<file path="src/rtl/irq_controller_pkg.sv">
// Shared definitions for the interrupt controller: register map, FSM states
// and the ISR word layout.
package irq_controller_pkg;

    localparam logic [1:0] ADDR_PENDING = 2'd0;
    localparam logic [1:0] ADDR_MASK    = 2'd1;
    localparam logic [1:0] ADDR_ISR     = 2'd2;
    localparam logic [1:0] ADDR_EOI     = 2'd3;

    localparam int ISR_VALID_BIT = 31;
    localparam int ID_W          = 4;

    typedef enum logic [1:0] {
        ST_IDLE    = 2'd0,
        ST_REQ     = 2'd1,
        ST_SERVICE = 2'd2
    } irq_state_e;

    function automatic logic [31:0] isr_word(input logic valid, input logic [ID_W-1:0] id);
        logic [31:0] w;
        w                = 32'd0;
        w[ISR_VALID_BIT] = valid;
        w[ID_W-1:0]      = id;
        return w;
    endfunction

endpackage

</file>
<file path="src/rtl/irq_controller_if.sv">
// Peripheral-bus register port plus the CPU request/acknowledge handshake.
interface irq_controller_if;
    logic        MemWrite;
    logic [1:0]  address;
    logic [31:0] write_data;
    logic [31:0] read_data;
    logic        irq_req;
    logic        irq_ack;

    modport master (
        output MemWrite, address, write_data, irq_ack,
        input  read_data, irq_req
    );

    modport slave (
        input  MemWrite, address, write_data, irq_ack,
        output read_data, irq_req
    );
endinterface

</file>
<file path="src/rtl/irq_prio_enc.sv">
// Combinational lowest-index-wins priority encoder over the eligible vector.
module irq_prio_enc
    import irq_controller_pkg::*;
#(
    parameter int N_SRC = 4
) (
    input  logic [N_SRC-1:0] eligible,
    output logic [ID_W-1:0]  winner,
    output logic             any
);

    // Scan from the top so the lowest set index is the last one written.
    always_comb begin
        winner = '0;
        any    = 1'b0;
        for (int i = N_SRC - 1; i >= 0; i--) begin
            winner = eligible[i] ? ID_W'(i) : winner;
            any    = any | eligible[i];
        end
    end

endmodule

</file>
<file path="src/rtl/irq_controller.sv">
// Edge-capturing, maskable interrupt controller handing one interrupt at a
// time to the CPU; software acknowledges completion with an EOI write.
module irq_controller
    import irq_controller_pkg::*;
#(
    parameter int N_SRC = 4
) (
    input  logic             clk,
    input  logic             reset,
    input  logic [N_SRC-1:0] irq_src,
    irq_controller_if.slave  bus
);

    logic [N_SRC-1:0] src_prev_r;
    logic [N_SRC-1:0] pending_r;
    logic [N_SRC-1:0] mask_r;
    logic             isr_valid_r;
    logic [ID_W-1:0]  isr_id_r;
    irq_state_e       state_r;
    logic             irq_req_r;

    irq_state_e       state_s;
    logic [N_SRC-1:0] edge_s;
    logic [N_SRC-1:0] eligible_s;
    logic [N_SRC-1:0] clr_s;
    logic [N_SRC-1:0] pending_s;
    logic [ID_W-1:0]  winner_s;
    logic             any_s;
    logic             wr_pending_s;
    logic             wr_mask_s;
    logic             wr_eoi_s;
    logic             grant_s;
    logic             spurious_s;
    logic [31:0]      read_data_s;
    logic             unused_wdata_s;

    assign unused_wdata_s = ^bus.write_data[31:N_SRC];

    irq_prio_enc #(.N_SRC(N_SRC)) u_prio_enc (
        .eligible (eligible_s),
        .winner   (winner_s),
        .any      (any_s)
    );

    // Bus decode, edge detection and next-pending computation.
    always_comb begin
        wr_pending_s = bus.MemWrite && (bus.address == ADDR_PENDING);
        wr_mask_s    = bus.MemWrite && (bus.address == ADDR_MASK);
        wr_eoi_s     = bus.MemWrite && (bus.address == ADDR_EOI);
        edge_s       = irq_src & ~src_prev_r;
        eligible_s   = pending_r & mask_r;
        grant_s      = (state_r == ST_REQ) && bus.irq_ack && any_s;
        spurious_s   = (state_r == ST_REQ) && bus.irq_ack && !any_s;
        clr_s        = (wr_pending_s ? bus.write_data[N_SRC-1:0] : {N_SRC{1'b0}})
                     | (grant_s ? (N_SRC'(1) << winner_s) : {N_SRC{1'b0}});
        // A fresh edge wins over a same-cycle W1C or grant clear.
        pending_s    = (pending_r & ~clr_s) | edge_s;
    end

    // Grant FSM next-state logic.
    always_comb begin
        state_s = state_r;
        case (state_r)
            ST_IDLE: begin
                if (any_s) state_s = ST_REQ;
                else       state_s = ST_IDLE;
            end
            ST_REQ: begin
                if (bus.irq_ack)  state_s = any_s ? ST_SERVICE : ST_IDLE;
                else if (!any_s)  state_s = ST_IDLE;
                else              state_s = ST_REQ;
            end
            ST_SERVICE: begin
                if (wr_eoi_s) state_s = ST_IDLE;
                else          state_s = ST_SERVICE;
            end
            default: state_s = ST_IDLE;
        endcase
    end

    // State register and registered request output.
    always_ff @(posedge clk) begin
        if (reset) begin
            state_r   <= ST_IDLE;
            irq_req_r <= 1'b0;
        end else begin
            state_r   <= state_s;
            irq_req_r <= (state_s == ST_REQ);
        end
    end

    // Edge history, pending and mask registers.
    always_ff @(posedge clk) begin
        if (reset) begin
            src_prev_r <= '0;
            pending_r  <= '0;
            mask_r     <= '0;
        end else begin
            src_prev_r <= irq_src;
            pending_r  <= pending_s;
            if (wr_mask_s) mask_r <= bus.write_data[N_SRC-1:0];
            else           mask_r <= mask_r;
        end
    end

    // In-service register: set on grant, cleared by spurious ack or EOI.
    always_ff @(posedge clk) begin
        if (reset) begin
            isr_valid_r <= 1'b0;
            isr_id_r    <= '0;
        end else if (grant_s) begin
            isr_valid_r <= 1'b1;
            isr_id_r    <= winner_s;
        end else if (spurious_s || ((state_r == ST_SERVICE) && wr_eoi_s)) begin
            isr_valid_r <= 1'b0;
            isr_id_r    <= '0;
        end else begin
            isr_valid_r <= isr_valid_r;
            isr_id_r    <= isr_id_r;
        end
    end

    // Combinational register read mux.
    always_comb begin
        case (bus.address)
            ADDR_PENDING: read_data_s = 32'(pending_r);
            ADDR_MASK:    read_data_s = 32'(mask_r);
            ADDR_ISR:     read_data_s = isr_word(isr_valid_r, isr_id_r);
            ADDR_EOI:     read_data_s = 32'd0;
            default:      read_data_s = 32'd0;
        endcase
    end

    assign bus.read_data = read_data_s;
    assign bus.irq_req   = irq_req_r;

endmodule

</file>
<file path="src/flat_wrapper.sv">
// flat-port wrapper written by rule: the top's interface ports become plain ports
module irq_controller_flat import irq_controller_pkg::*;
#(
    parameter int N_SRC = 4
)
  (clk, reset, irq_src, bus_MemWrite, bus_address, bus_write_data, bus_irq_ack, bus_read_data, bus_irq_req);
  irq_controller_if bus_i ();
  input  logic clk;
  input  logic reset;
  input  logic [N_SRC-1:0] irq_src;
  input wire logic [$bits(bus_i.MemWrite)-1:0] bus_MemWrite;
  input wire logic [$bits(bus_i.address)-1:0] bus_address;
  input wire logic [$bits(bus_i.write_data)-1:0] bus_write_data;
  input wire logic [$bits(bus_i.irq_ack)-1:0] bus_irq_ack;
  output wire logic [$bits(bus_i.read_data)-1:0] bus_read_data;
  output wire logic [$bits(bus_i.irq_req)-1:0] bus_irq_req;
  assign bus_i.MemWrite = bus_MemWrite;
  assign bus_i.address = bus_address;
  assign bus_i.write_data = bus_write_data;
  assign bus_i.irq_ack = bus_irq_ack;
  assign bus_read_data = bus_i.read_data;
  assign bus_irq_req = bus_i.irq_req;
  irq_controller #(.N_SRC(N_SRC)) u_core (.clk(clk), .reset(reset), .irq_src(irq_src), .bus(bus_i));
endmodule
</file>
<file path="config.mk">
export PLATFORM = sky130hd
export DESIGN_NAME = irq_controller_flat
export DESIGN_NICKNAME = d
export VERILOG_FILES = /design/src/rtl/irq_controller_pkg.sv /design/src/rtl/irq_controller_if.sv /design/src/rtl/irq_prio_enc.sv /design/src/rtl/irq_controller.sv /design/src/flat_wrapper.sv
export SDC_FILE = /design/constraint.sdc
export NUM_CORES = 1
export LEC_CHECK = 0
export ABC_AREA = 0
export ABC_CLOCK_PERIOD_IN_PS = 1300
export CAP_MARGIN = 5
export CORE_UTILIZATION = 30
export DETAILED_ROUTE_END_ITERATION = 12
export PLACE_DENSITY = 0.81
export SETUP_SLACK_MARGIN = 0.2
export SLEW_MARGIN = 25
export SYNTH_ARGS = -nofsm -noshare
export SYNTH_HDL_FRONTEND = slang
export SYNTH_SLANG_ARGS = --single-unit
export TNS_END_PERCENT = 100
</file>
<file path="constraint.sdc">
create_clock -name clk -period 1.3 [get_ports clk]
set_input_delay 0.13 -clock clk [delete_from_list [all_inputs] [get_ports clk]]
set_output_delay 0.13 -clock clk [all_outputs]
set_load 0.05 [all_outputs]
</file>
==> results.yml, run 1 <==
cts:
  numCtsBuffers: 3
  cts_num_sinks: 18
  clkSlewWorstSetupHoldPaths_ns: 0.09
  cts-root-buf: "clkbuf_4"
  h-tree-depth: 1
  clockBufferDepth: 2
  cts_tree: "yes"
  clock_latency_ns: 0.29
cells_and_area:
  synthToLayoutAreaGrowth_pct: 66.3
  final_cells: 208
  fin_nets: 208
  diodes: 0
  drive_gt1_share_pct: 44.5
power_and_ir_drop:
  power.density_mw_per_mm2: 808
  vdd_drop_max_mv: 0.400
  power.clock.fraction_pct: 19.9
  swShare_pct: 36.1
  sequentialPowerShare_pct: 44.0
  p_int_w: 0.000870
  p_leak_nw: 0.744
  p_switching_w: 0.000491
  power.total_w: 0.00136
  combPwrFrac_pct: 36.1
logic_synthesis:
  ys_seq_area_share_pct: 35.6
  synth_top_area_share_pct: 35.6
  post_synth.cell_area_avg_um2: 8.97
  yosysWarnings: 0
  synthArstFlopShare_pct: 0
  synth_top_area_cell: "dfxtp_1"
  synth-seq-cells: 18
  synth_edf_count: 0
  yosys-top-cells-area: "dfxtp_1 36%, buf_4 20%, mux2i_1 7.9%, nor2b_1 5.6%, a32o_1 4.0%"
  ys_top_cells_by_count: "27 x buf_4, 18 x dfxtp_1, 9 x nor2b_1"
  postSynthCellCount: 113
  synth_cell_type_count: 28
  synth_area_mm2: 0.00101
  synth_most_common_cell: "buf_4"
  synthFlopType: "dfxtp_1"
floorplan:
  die-area_mm2: 0.00361
  die_w_um: 60.1
  die_y_um: 60.1
  start_util_pct: 32.4
  row_count: 20
  pin_count: 75
  fp.coreArea_mm2: 0.00313
flow_run:
  cap_violations: 0
placed_design:
  gp_congestion: 0.855
  dp_cells: 195
  dp_hpwl_mm: 1.62
  port_buffers: 19
status:
  status: "finished, violations left"
  violations: "negative setup slack"
global_routing:
  grt_pass1_wl_mm: 3.62
  grt_pass1_vias: 794
  gr-total-overflow: 0
  grt_max_degree: 14
  antenna_found_initial: 0
  gr-usage-all-layers_pct: 13.8
routing:
  drtAntennaViolNets: 0
  vias: 910
  avgViaCountPerCell: 4.38
  drc_errors: 0
  first_pass_iters: 4
  drt_iter0_drc: 21
  wl_mm: 2.49
  wire_per_inst_um: 12.0
worst_setup_path:
  crit_type: "register to register"
  crit_slowest_cell: "or4b_1"
  cp_slowest_stage_delay_ns: 0.53
  cp-end-kind: "register"
  cp_data_required_time_ns: 1.49
  cp_max_fo: 4
  cp-start-kind: "register"
  path_cells: "a22o_1 -> or4b_1 -> a41o_1"
  timing.critical_path.arrival_ns: 1.63
worst_hold_path:
  min_path_type: "primary input to register"
sta:
  fmax_ghz: 0.694
  grt_setup_unrepaired: "true"
  finalCriticalPeriod_ns: 1.44
  period_share_pct: 111
  slew_viol_final: 0
  skew_ns: 0.00285
  whs_ns: 0.308
  hold_violations: 0
  setup_viol: 3
  fin_ws_ns: -0.140
==> per-stage QoR <==
stage	utilization, %	setup slack, ns	setup TNS [ns]	area [µm²]
finish	53.9	-0.140	-0.263	1690
global route	53.9	-0.194	-0.443	1690
CTS	50.3	-0.0869	-0.249	1570
detailed placement	44.7	-0.243	-3.04	1400
global placement	44.7	-0.226	-2.73	1400
floorplan	-	-0.0354	-0.0354	1140
==> timing repair <==
item	in CTS	in global routing
resized for setup	44	12
hold buffers	0	0
endpoints found under the setup margin	18	15
pin swaps	15	9
hold endpoints to repair	0	0
buffers inserted	4	6
==> worst max-delay path, delay by kind of cell (launching register included) <==
family	cells	cell delay, ns
AOI/OAI and AO/OA	2	0.44
and+or+nand+nor	1	0.53
DFF	1	0.37
==> placed cells by master (no fill, tap or decap), types with 2 or more instances in the layout <==
cell type | synthesis | routed
dlygate4sd2_1 | 0 | 2
nor2b_1 | 9 | 8
a41o_1 | 2 | 2
nand3_2 | 0 | 2
a2111oi_4 | 0 | 2
a32o_1 | 4 | 4
mux2i_1 | 8 | 5
inv_1 | 2 | 2
clkdlybuf4s50_1 | 0 | 9
buf_6 | 0 | 14
buf_4 | 27 | 18
o21ai_2 | 0 | 2
clkbuf_4 | 0 | 3
conb_1 | 1 | 27
dfxtp_4 | 0 | 2
a22o_1 | 2 | 2
nor2_1 | 8 | 5
dfxtp_1 | 18 | 8
nand3b_1 | 2 | 2
nor2_4 | 0 | 2
nand2_1 | 8 | 8
buf_12 | 0 | 6
mux2i_4 | 0 | 2
dfxtp_2 | 0 | 8
==> power by group through the flow <==
stage | sequential, W | clock [W] | combinational, W
after floorplan | 0.000610 | 0 | 0.000326
after global placement | 0.000605 | 0 | 0.000416
after detailed placement | 0.000606 | 0 | 0.000419
after CTS | 0.000598 | 0.000271 | 0.000456
after global routing | 0.000601 | 0.000308 | 0.000517
final | 0.000599 | 0.000271 | 0.000492
==> cell families (layout without fill, tap and decap cells) <==
kind of cell	after synthesis	count (layout)	synth area share, %
compound gates	20	20	16.3
flops	18	18	35.6
simple gates	35	35	18.4
other cells	1	27	0.370
buf+inv	31	56	21.5
mux	8	8	7.90
==> per-layer routing <==
metal  vias up  GRT usage [%]  wire length [µm]
li1        449              -                 -
met1       422           17.9              1090
met2        34           22.0              1250
met3         5           1.95               102
met4         0           6.98                45
met5         -              0                 0
==> state kept, by name (all words and copies together) (netlist names) <==
signal and cells:
u_core.bus.irq_req 1, u_core.state_r 2, u_core.src_prev_r 4, u_core.pending_r 4
u_core.mask_r 4, u_core.isr_valid_r 1, u_core.isr_id_r 2
==> area by class of cell <==
cell class	count	area, µm²
Timing Repair Buffer	51	544
Multi-Input combinational cell	90	678
Clock buffer	3	22.5
Tap cell	44	55.1
Sequential cell	18	378
Inverter	2	7.51
Fill cell	275	1440
==> path summary, 6_finish.rpt <==
path / from / to / slack (ns) / cells after the start
min reg2reg: u_core.isr_valid_r / u_core.isr_valid_r / 0.48 / 1
min: bus_irq_ack / u_core.state_r[0] / 0.31 / 2
max reg2reg: u_core.pending_r[1] / u_core.pending_r[3] / -0.14 / 3
max: u_core.pending_r[1] / u_core.pending_r[3] / -0.14 / 3
No activity file was read; power rests on OpenSTA's default activity.
==> inputs of run 2 (changes only) <==
- MAX_ROUTING_LAYER: unset -> met4
==> run 2 against run 1 <==
  * The flow still finishes with violations (negative setup slack)
  * Sequential power is essentially flat
  * Via count decreased by 0.55%
  * Global-route usage rose by 0.40 points
  * Flip-flop and latch count is the same
  * Clock power hardly changed
  * Die area unchanged
  * Design area stayed put
  * Clock-buffer cell count stayed put
  * Setup slack hardly changed
  * Highest routed layer unchanged
==> results.yml, run 2 (same netlist as run 1, synthesis figures left out) <==
cells_and_area:
  fin_nets: 208
  layout_commonest_cell: "conb_1"
  diodes: 0
  multi_input_area_um2: 678
  synthToLayoutAreaGrowth_pct: 66.3
  reg_top3: "u_core.mask_r (4), u_core.pending_r (4), u_core.src_prev_r (4)"
  ff_latch_area_um2: 378
  fillCellCount: 275
  mostFrequentLayoutCells: "27 x conb_1, 18 x buf_4, 14 x buf_6, 9 x clkdlybuf4s50_1"
  drive_gt1_share_pct: 44.5
cts:
  holdBufCountCts: 0
  clkSlewWorstSetupHoldPaths_ns: 0.09
  cts_tree: "yes"
  cts-root-buf: "clkbuf_4"
  clockBufferDepth: 2
  clock_latency_ns: 0.29
  numCtsBuffers: 3
  cts_num_sinks: 18
  h-tree-depth: 1
placed_design:
  gp_congestion: 0.869
  dp_hpwl_mm: 1.62
  port_buffers: 19
worst_setup_path:
  crit_type: "register to register"
  timing.critical_path.arrival_ns: 1.63
  path_cells: "a22o_1 -> or4b_1 -> a41o_1"
  cp-start-kind: "register"
  cp_slowest_stage_delay_ns: 0.53
  cp-end-kind: "register"
  critPathBufInv: 0
  crit_slowest_cell: "or4b_1"
  path_delay_family: "simple AND/OR/NAND/NOR gates"
  cp_max_fo: 4
  cp_data_required_time_ns: 1.49
global_routing:
  use_met3_pct: 1.95
  gr-total-overflow: 0
  grt_use_met1_pct: 17.9
  grt_use_met2_pct: 22.0
  grt_max_degree: 14
  gr-usage-all-layers_pct: 14.2
  grt_pass1_wl_mm: 3.62
  busiest_layer: "met2"
  antenna_found_initial: 0
  grt_pass1_vias: 795
sta:
  setup-tns-final_ns: -0.266
  skew_ns: 0.00115
  fin_ws_ns: -0.140
  slew_viol_final: 0
  finalCriticalPeriod_ns: 1.44
  grt_setup_unrepaired: "true"
  setup_viol: 3
  fmax_ghz: 0.694
  period_share_pct: 111
  hold_violations: 0
routing:
  drt_iter0_drc: 12
  drc_errors: 0
  avgViaCountPerCell: 4.35
  first_pass_iters: 4
  wire_per_inst_um: 11.9
  wl_mm: 2.47
  drtAntennaViolNets: 0
  vias: 905
floorplan:
  fp.coreArea_mm2: 0.00313
  die-area_mm2: 0.00361
  start_util_pct: 32.4
  die_y_um: 60.1
  die_w_um: 60.1
  row_count: 20
  pin_count: 75
flow_run:
  cap_violations: 0
power_and_ir_drop:
  power.total_w: 0.00136
  vdd_drop_max_mv: 0.399
  p_leak_nw: 0.744
  power.density_mw_per_mm2: 807
worst_hold_path:
  min_path_type: "primary input to register"
status:
  violations: "negative setup slack"
  status: "finished, violations left"
[run 2: path summary, 6_finish.rpt]
path / slack, ns / to / depth (start not counted) / startpoint
hold / removal: 0.31 / u_core.state_r[0] / 2 / bus_irq_ack
setup / recovery: -0.14 / u_core.pending_r[3] / 3 / u_core.pending_r[1]
setup reg to reg: -0.14 / u_core.pending_r[3] / 3 / u_core.pending_r[1]
hold reg to reg: 0.48 / u_core.isr_valid_r / 1 / u_core.isr_valid_r
[run 2: what timing repair did]
| item | in CTS | in global routing |
|---|---|---|
| pin swaps | 15 | 9 |
| gates cloned | 0 | 0 |
| gates resized for setup | 44 | 12 |
| buffers inserted | 4 | 6 |
| setup endpoints to repair | 18 | 15 |
[run 2: cell type report]
type / count / area share [%]
clock buffer: 3 / 1.34
inverter: 2 / 0.445
multi-input combinational: 90 / 40.2
sequential: 18 / 22.4
tap: 44 / 3.27
timing repair buffer: 51 / 32.3
[run 2: worst reg2reg max path: cells and delay by family (launching register included)]
family	cells	cell delay (ns)
flip-flops	1	0.37
AO/OA/AOI/OAI	2	0.44
AND/OR/NAND/NOR	1	0.53
[run 2: report_power, final]
part           total (W)  internal [W]  switching (W)
sequential      0.000598      0.000578      0.0000203
clock           0.000270      0.000108       0.000162
combinational   0.000492      0.000184       0.000307
[run 2: metrics by stage]
step,utilization [%],setup slack (ns),hold slack (ns),instances,cell area (µm²)
global placement,44.7,-0.226,0.433,195,1400
global route,53.9,-0.194,0.320,208,1690
detailed placement,44.7,-0.243,0.458,195,1400
CTS,50.3,-0.0869,0.244,202,1570
finish,53.9,-0.140,0.308,208,1690
floorplan,-,-0.0354,0.209,139,1140
[run 2: routing by layer]
metal  routed length, µm  vias to the layer above
met3                  82                        5
met1                1100                      418
met2                1230                       32
met4                  53                        0
met5                   0                        -
li1                    -                      450
